## src/rtl/sampler_pkg.sv

```systemverilog
`default_nettype none
// ============================================================================
// Module   : sampler_pkg
// Purpose  : Shared definitions for the GPS 1-bit sample read-out path:
//            sequencer state encoding, default buffer depth and the derived
//            word count / word-counter width.
// Ports    : none (package)
// Revision : 1.0 - initial release
// ============================================================================
package sampler_pkg;

  // log2 of the sample buffer depth in bits
  localparam int SMP_DEPTH_LOG2 = 16;

  // 16-bit words per capture and the width of a counter that indexes them
  localparam int NWORDS = 2 ** (SMP_DEPTH_LOG2 - 4);
  localparam int WCNT_W = SMP_DEPTH_LOG2 - 4;

  typedef enum logic [2:0] {
    ST_IDLE    = 3'd0,
    ST_CLEAR   = 3'd1,
    ST_CAPTURE = 3'd2,
    ST_SETTLE  = 3'd3,
    ST_STREAM  = 3'd4,
    ST_CKSUM   = 3'd5
  } state_t;

  // Words per capture for an arbitrary buffer depth
  function automatic int nwords(input int depth_log2);
    return 2 ** (depth_log2 - 4);
  endfunction

endpackage
`default_nettype wire

```

## src/rtl/sampler_cksum.sv

```systemverilog
`default_nettype none
// ============================================================================
// Module   : sampler_cksum
// Purpose  : 16-bit modulo-2^16 accumulator of streamed buffer words.
// Ports    : clk   - system clock
//            rst_n - asynchronous active-low reset
//            clr   - synchronous clear of the running sum
//            en    - add din to the running sum this cycle
//            din   - word to accumulate
//            sum   - current running sum
// Revision : 1.0 - initial release
// ============================================================================
module sampler_cksum (
  input  logic        clk,
  input  logic        rst_n,
  input  logic        clr,
  input  logic        en,
  input  logic [15:0] din,
  output logic [15:0] sum
);

  logic [15:0] r_sum;

  always_ff @(posedge clk or negedge rst_n) begin
    if (!rst_n) begin
      r_sum <= 16'd0;
    end else if (clr) begin
      r_sum <= 16'd0;
    end else if (en) begin
      r_sum <= r_sum + din;
    end
  end

  assign sum = r_sum;

endmodule
`default_nettype wire

```

## src/rtl/sampler_readout.sv

```systemverilog
`default_nettype none
// ============================================================================
// Module   : sampler_readout
// Purpose  : Capture sequencer and read-out streamer for the 1-bit sample
//            buffer. A start pulse clears the buffer, times one capture of
//            2^DEPTH_LOG2 samples, then drains the buffer as 16-bit words on
//            a valid/ready stream.
// Config   : SAMPLER_READOUT_CKSUM_EN - when defined, a 16-bit sum of all
//            streamed words is appended as one extra word carrying out_last.
// Ports    : clk, rst_n          - clock, asynchronous active-low reset
//            start, abort        - begin capture / return to IDLE
//            smp_rst, smp_rd     - buffer synchronous reset, read advance
//            smp_dout            - buffer word at the read pointer
//            out_data/valid/ready/last - read-out stream
//            busy, done          - activity flag, end-of-capture pulse
// Revision : 1.0 - initial release
// ============================================================================
module sampler_readout
  import sampler_pkg::*;
#(
  parameter int DEPTH_LOG2 = SMP_DEPTH_LOG2
) (
  input  logic        clk,
  input  logic        rst_n,
  input  logic        start,
  input  logic        abort,
  output logic        smp_rst,
  output logic        smp_rd,
  input  logic [15:0] smp_dout,
  output logic [15:0] out_data,
  output logic        out_valid,
  input  logic        out_ready,
  output logic        out_last,
  output logic        busy,
  output logic        done
);

  localparam int NW  = nwords(DEPTH_LOG2);
  localparam int WCW = DEPTH_LOG2 - 4;
  localparam int CCW = DEPTH_LOG2 + 1;

  localparam logic [CCW-1:0] CAP_LAST  = CCW'((1 << DEPTH_LOG2) - 1);
  localparam logic [WCW-1:0] WCNT_LAST = WCW'(NW - 1);

  state_t         r_state;
  state_t         w_next;
  logic [CCW-1:0] r_ccnt;
  logic [WCW-1:0] r_wcnt;
  logic           r_done;
  logic           w_final;   // the transfer that ends the capture happens now

`ifdef SAMPLER_READOUT_CKSUM_EN
  logic [15:0] w_sum;

  sampler_cksum u_cksum (
    .clk   (clk),
    .rst_n (rst_n),
    .clr   (r_state == ST_CLEAR),
    .en    (smp_rd),
    .din   (smp_dout),
    .sum   (w_sum)
  );
`endif

  // --------------------------------------------------------------------------
  // State register and counters
  // --------------------------------------------------------------------------
  always_ff @(posedge clk or negedge rst_n) begin
    if (!rst_n) begin
      r_state <= ST_IDLE;
      r_ccnt  <= '0;
      r_wcnt  <= '0;
      r_done  <= 1'b0;
    end else begin
      r_state <= w_next;
      r_done  <= w_final;

      if (r_state == ST_CAPTURE) begin
        r_ccnt <= r_ccnt + 1'b1;
      end else begin
        r_ccnt <= '0;
      end

      // Leaving STREAM happens on the last transfer, so the counter never
      // needs to wrap.
      if (r_state != ST_STREAM) begin
        r_wcnt <= '0;
      end else if (smp_rd) begin
        r_wcnt <= r_wcnt + 1'b1;
      end
    end
  end

  // --------------------------------------------------------------------------
  // Next state and outputs
  // --------------------------------------------------------------------------
  always_comb begin
    w_next    = r_state;
    smp_rst   = 1'b0;
    smp_rd    = 1'b0;
    out_valid = 1'b0;
    out_last  = 1'b0;
    out_data  = smp_dout;
    w_final   = 1'b0;

    case (r_state)
      ST_IDLE: begin
        smp_rst = 1'b1;
        if (start) begin
          w_next = ST_CLEAR;
        end
      end

      ST_CLEAR: begin
        smp_rst = 1'b1;
        w_next  = ST_CAPTURE;
      end

      ST_CAPTURE: begin
        if (r_ccnt == CAP_LAST) begin
          w_next = ST_SETTLE;
        end
      end

      // Buffer output is registered: one cycle for word 0 to appear.
      ST_SETTLE: begin
        w_next = ST_STREAM;
      end

      ST_STREAM: begin
        out_valid = 1'b1;
        smp_rd    = out_ready & ~abort;
        if (smp_rd && (r_wcnt == WCNT_LAST)) begin
`ifdef SAMPLER_READOUT_CKSUM_EN
          w_next = ST_CKSUM;
`else
          w_next  = ST_IDLE;
          w_final = 1'b1;
`endif
        end
`ifndef SAMPLER_READOUT_CKSUM_EN
        out_last = (r_wcnt == WCNT_LAST);
`endif
      end

`ifdef SAMPLER_READOUT_CKSUM_EN
      ST_CKSUM: begin
        out_valid = 1'b1;
        out_last  = 1'b1;
        out_data  = w_sum;
        if (out_ready && !abort) begin
          w_next  = ST_IDLE;
          w_final = 1'b1;
        end
      end
`endif

      default: begin
        w_next = ST_IDLE;
      end
    endcase

    // Abort overrides everything, including a same-cycle start in IDLE.
    if (abort) begin
      w_next = ST_IDLE;
    end
  end

  assign busy = (r_state != ST_IDLE);
  assign done = r_done;

endmodule
`default_nettype wire

```

## config.mk

```make
export PLATFORM = sky130hd
export DESIGN_NAME = sampler_readout
export DESIGN_NICKNAME = d
export VERILOG_FILES = /design/src/rtl/sampler_pkg.sv /design/src/rtl/sampler_cksum.sv /design/src/rtl/sampler_readout.sv
export SDC_FILE = /design/constraint.sdc
export NUM_CORES = 1
export LEC_CHECK = 0
export CAP_MARGIN = 20
export CORE_AREA = 2 2 65 67
export CTS_CLUSTER_SIZE = 20
export DETAILED_ROUTE_END_ITERATION = 8
export DIE_AREA = 0 0 67 69
export DONT_BUFFER_PORTS = 1
export GPL_ROUTABILITY_DRIVEN = 1
export PLACE_DENSITY = 0.6
export SETUP_SLACK_MARGIN = 0.4
export SYNTH_ARGS = -nofsm -noshare
export SYNTH_HDL_FRONTEND = slang
export SYNTH_SLANG_ARGS = --single-unit
```

## constraint.sdc

```tcl
create_clock -name clk -period 1.74 [get_ports clk]
set_input_delay 0.348 -clock clk [delete_from_list [all_inputs] [get_ports clk]]
set_output_delay 0.348 -clock clk [all_outputs]
set_load 0.02 [all_outputs]
```

-- Word level (Yosys, flattened, before mapping)
Cells that the tools add are included.
- register bits after elaboration: 33
- bits of input ports: 21
- output and inout bits: 22
- word-level logic and storage cells: 38
- add/sub/neg operators: 2
- equality and inequality tests: 10
- muxes and demuxes: 14
- bitwise gates (word level): 2
- reduce and logical (&&, ||, !) cells: 6
- operator list (cell ; number):
    $mux 12 ; 2
    $add 17x1->17 const B ; 1
    $eq 17x16->1 const B ; 1
    $mux 17 ; 1
    $pmux 3 s5 ; 1
    $add 12x1->12 const B ; 1
    $eq 12x12->1 const B ; 1
    $mux 3 ; 4
    $ne 3x3->1 const B ; 3
    $eq 3x2->1 const B ; 2
    $mux 1 ; 6
    $eq 3x1->1 const B ; 1
    $eq 3x3->1 const B ; 1
    $logic_not 3->1 ; 1
    $ne 3x2->1 const B ; 1
    $reduce_and 3->1 ; 1
    $reduce_bool 3->1 ; 1
    $reduce_bool 2->1 ; 1
    $reduce_or 2->1 ; 1
    $and 1x1->1 ; 1
    $logic_and 1x1->1 ; 1
    $not 1->1 ; 1

-- Longest topological paths before layout
- depth after elaboration: 6
- depth in mapped cells: 6
- mapped depth without buffers: 6

-- Worst setup path before layout
Ideal clock, no wire load.
- kind: register to output
- start point: reg r_wcnt[0]
- end point: out out_last
- arrival: 1.273 ns
- slack: 0.119 ns
- cell stages (with the launch flop): 5
- buffers on the path: 0
- cells stage by stage: dfrtp_1 > ha_1 > nand3_1 > nor4_1 > and2_1
- cells in the longest elaborated chain, start to end: 2
- ends and longest elaborated chain (what ; line ; text):
    start, declared ; sampler_readout.sv:48 ; logic [WCW-1:0] r_wcnt;
    start signal, assigned ; sampler_readout.sv:89 ; r_wcnt <= r_wcnt + 1'b1;
    $eq 12x12->1 ; sampler_readout.sv:142 ; out_last = (r_wcnt == WCNT_LAST);
    $mux 1 ; sampler_readout.sv:106 ; case (r_state)
    end, declared ; sampler_readout.sv:33 ; output logic out_last,
No other way between the ends.

-- Worst setup path after layout
- start point: reg r_wcnt[7]
- end point: out out_last
Same word-level chain as after synthesis.

==> results by group <==
Status
  – Status: complete, but fails checks
  – Failing checks: setup timing

Clock tree
  – Clock Path Buffers: 2
  – TritonCTS Buffers: 5
  – TritonCTS clock tree: built
  – H-tree Lvls: 2
  – Clock latency on the worst-skew pair: 0.29 ns
  – CTS sink count: 33
  – Root buf cell: clkbuf_8
  – Reg clk slew, reported paths: 0.07 ns

Worst setup path
  – Worst flop-to-flop path startpoint: r_ccnt[0]
  – Arrival time worst endpoint: 1.42 ns
  – Critical path origin: r_wcnt[7]
  – Setup crit end kind: output pin
  – R2R setup slack: -0.03 ns
  – R2R depth: 7
  – Critical Path End: out_last
  – Worst-path maximum fanout: 3
  – Data required, critical path: 1.39 ns
  – CP Class: flip-flop to output pin
  – Worst Setup Start Kind: flip-flop
  – R2r endpoint: r_state[0]

Detailed routing
  – Via count: 1,673
  – Avg WL per Cell: 20.4 um
  – Total routed wirelength: 5.91 mm
  – Antenna Violating Nets Remaining: 0
  – DR pass1 iterations: 4
  – Vias per Instance: 5.77
  – Initial drt markers: 55
  – Detailed-route DRC error count: 0

Die
  – Die area: 4620 um2
  – Die extent in x: 67 um
  – Starting Density: 0.465
  – Row count: 23
  – CORE AREA: 3910 um2
  – Vert. Die Dim: 69 um
  – # IOs: 43

STA
  – Max-slew headroom: 0.745
  – Hold Vio Cnt, Final: 0
  – Worst Setup Slack, final: -0.0316 ns
  – Clk_skew: 0.00688 ns
  – Fin crit period: 1.77 ns
  – Worst Hold Slack: 0.113 ns
  – RSZ-0062 raised after global routing: yes
  – Slew Viols, Final: 0
  – Max Clk Rate: 0.564 GHz
  – Setup-failing EPs final: 2
  – Tcrit/Tclk final: 1.02
  – Worst Tran Pin Value: 0.379 ns

Logic synthesis
  – Yosys warning count: 0
  – Area contributors post-synth: dfrtp_1, buf_4, mux2i_1
  – Top cells by instance count after synthesis: dfrtp_1, nand2_1, buf_4, nor2_1, nor4_1
  – Count leader, synth: dfrtp_1
  – Yosys top cell area share: 0.454
  – Asr flop ratio synth: 1.00
  – Syn_area_per_cell: 9.52 um2
  – Synth area leader: dfrtp_1
  – Synth Instances: 191
  – FF+latch count, synth: 33
  – Dominant synthesized flop cell: dfrtp_1
  – Synthesized net count: 215
  – Count of distinct cell types in the synthesized netlist: 31
  – Seq/Total Area, Yosys: 0.454
  – EDFF count, synth: 0
  – Cell area after synthesis: 1820 um2

Final layout
  – Ant diodes: 0
  – Fillers: 258
  – Share of layout cells above drive strength 1: 0.546
  – Layout area overhead: 54.3%
  – Final core occ: 0.717
  – Final Net Count: 263

GRT
  – Initial antenna violation count: 0
  – GR Overflow Total: 0
  – Largest net degree at the start of global routing: 34
  – Vias in the first global route: 1,562
  – First-pass GRT wire length: 7.24 mm
  – Tot GR Track Use: 0.205

Placement
  – Dpl hpwl: 2.50 mm
  – Port Buffers: 0
  – Routability cong.: 0.810

Power
  – PD cells: 586 nW/um2
  – Leak: 1.22 nW
  – Worst vdd ir: 0.000410 V

Job
  – Max-cap violations: 0

Min path
  – Hold_sp: abort
  – Min-Delay Path Class: input port to flip-flop
[report_power, final]
part           leakage [nW]  total (W)  internal [W]  switching (W)
clock network        0.0542   0.000654      0.000358       0.000296
logic                 0.717   0.000204     0.0000947       0.000110
registers             0.448   0.000787      0.000775      0.0000118
total                  1.22    0.00165       0.00123       0.000417
[how the worst min path moves through the flow]
stage / end / cells past startpoint / slack (ns)
floorplan: done / 0 / 0.05
global placement: r_wcnt[5] / 0 / 0.05
detailed placement: r_wcnt[5] / 0 / 0.05
CTS: r_state[1] / 1 / 0.11
global route: r_state[2] / 1 / 0.1
finish: r_state[0] / 1 / 0.11
[per-layer routing]
layer	track usage	share of wire	vias to the layer above
met4	0.0884	0.043	0
li1	-	-	766
met1	0.222	0.37	833
met2	0.365	0.54	51
met5	0	0	-
met3	0.0506	0.042	23
[placed cells by master, fill, tap and decap left out, drive strengths merged, types with 4 or more instances in the layout]
cell	instances
nor4	11
nand4	6
nand2	19
nand3	9
nand2b	6
o21a	4
a21oi	10
dfrtp	33
xor2	4
clkbuf	7
o31ai	7
or3	4
inv	8
buf	60
mux2i	10
or4	7
nor2	12
[metrics by stage]
| stage | instance area (um2) | setup slack, ns | setup TNS [ns] | cells | total power, W |
|---|---|---|---|---|---|
| 2_1_floorplan | 1850 | 0.238 | 0 | 191 | 0.000915 |
| 3_3_place_gp | 1820 | 0.205 | 0 | 227 | 0.000873 |
| 3_5_place_dp | 1820 | 0.133 | 0 | 227 | 0.000875 |
| 4_1_cts | 2320 | 0.00414 | 0 | 265 | 0.00157 |
| 5_1_grt | 2810 | -0.143 | -0.267 | 290 | 0.00171 |
| 6_report | 2810 | -0.0316 | -0.0574 | 290 | 0.00165 |
[kinds of logic after synthesis]
| family | Yosys count | synth area share |
|---|---|---|
| and+or+nand+nor | 84 | 0.258 |
| muxes | 10 | 0.0551 |
| DFF | 33 | 0.454 |
| adders and majority gates | 3 | 0.0206 |
| xor gates and xnor gates | 6 | 0.0289 |
| buffers and inverters | 30 | 0.0970 |
| AOI/OAI and AO/OA | 25 | 0.0860 |
[worst max-delay path: stages (launching register included)]
cell and delay [ns]:
dfrtp_1 0.38, nand4_1 0.22, nor4_4 0.32, and2_4 0.22
[flip-flops by register name (all words and copies together), names as in the netlist]
signal	cells
done	1
r_state	3
r_wcnt	12
r_ccnt	17
[area by class of cell]
class | instances | area, um2 | share of cell area
tap | 50 | 62.6 | 0.0223
sequential | 33 | 835 | 0.298
multi-input combinational | 129 | 1220 | 0.434
timing repair buffer | 61 | 552 | 0.197
inverter | 9 | 38.8 | 0.0138
clock buffer | 7 | 96.3 | 0.0343
clock inverter | 1 | 5.00 | 0.00178
[what timing repair did]
item                                   4_1_cts  5_1_grt
gates cloned                                 1        1
setup endpoints to repair                   25       27
gates resized for setup                     31       69
hold buffers                                 2        0
endpoints found under the hold margin       33        0
pin swaps                                   11       25
setup buffers                               27       24
Note: power is estimated with default switching activity, not from simulation.
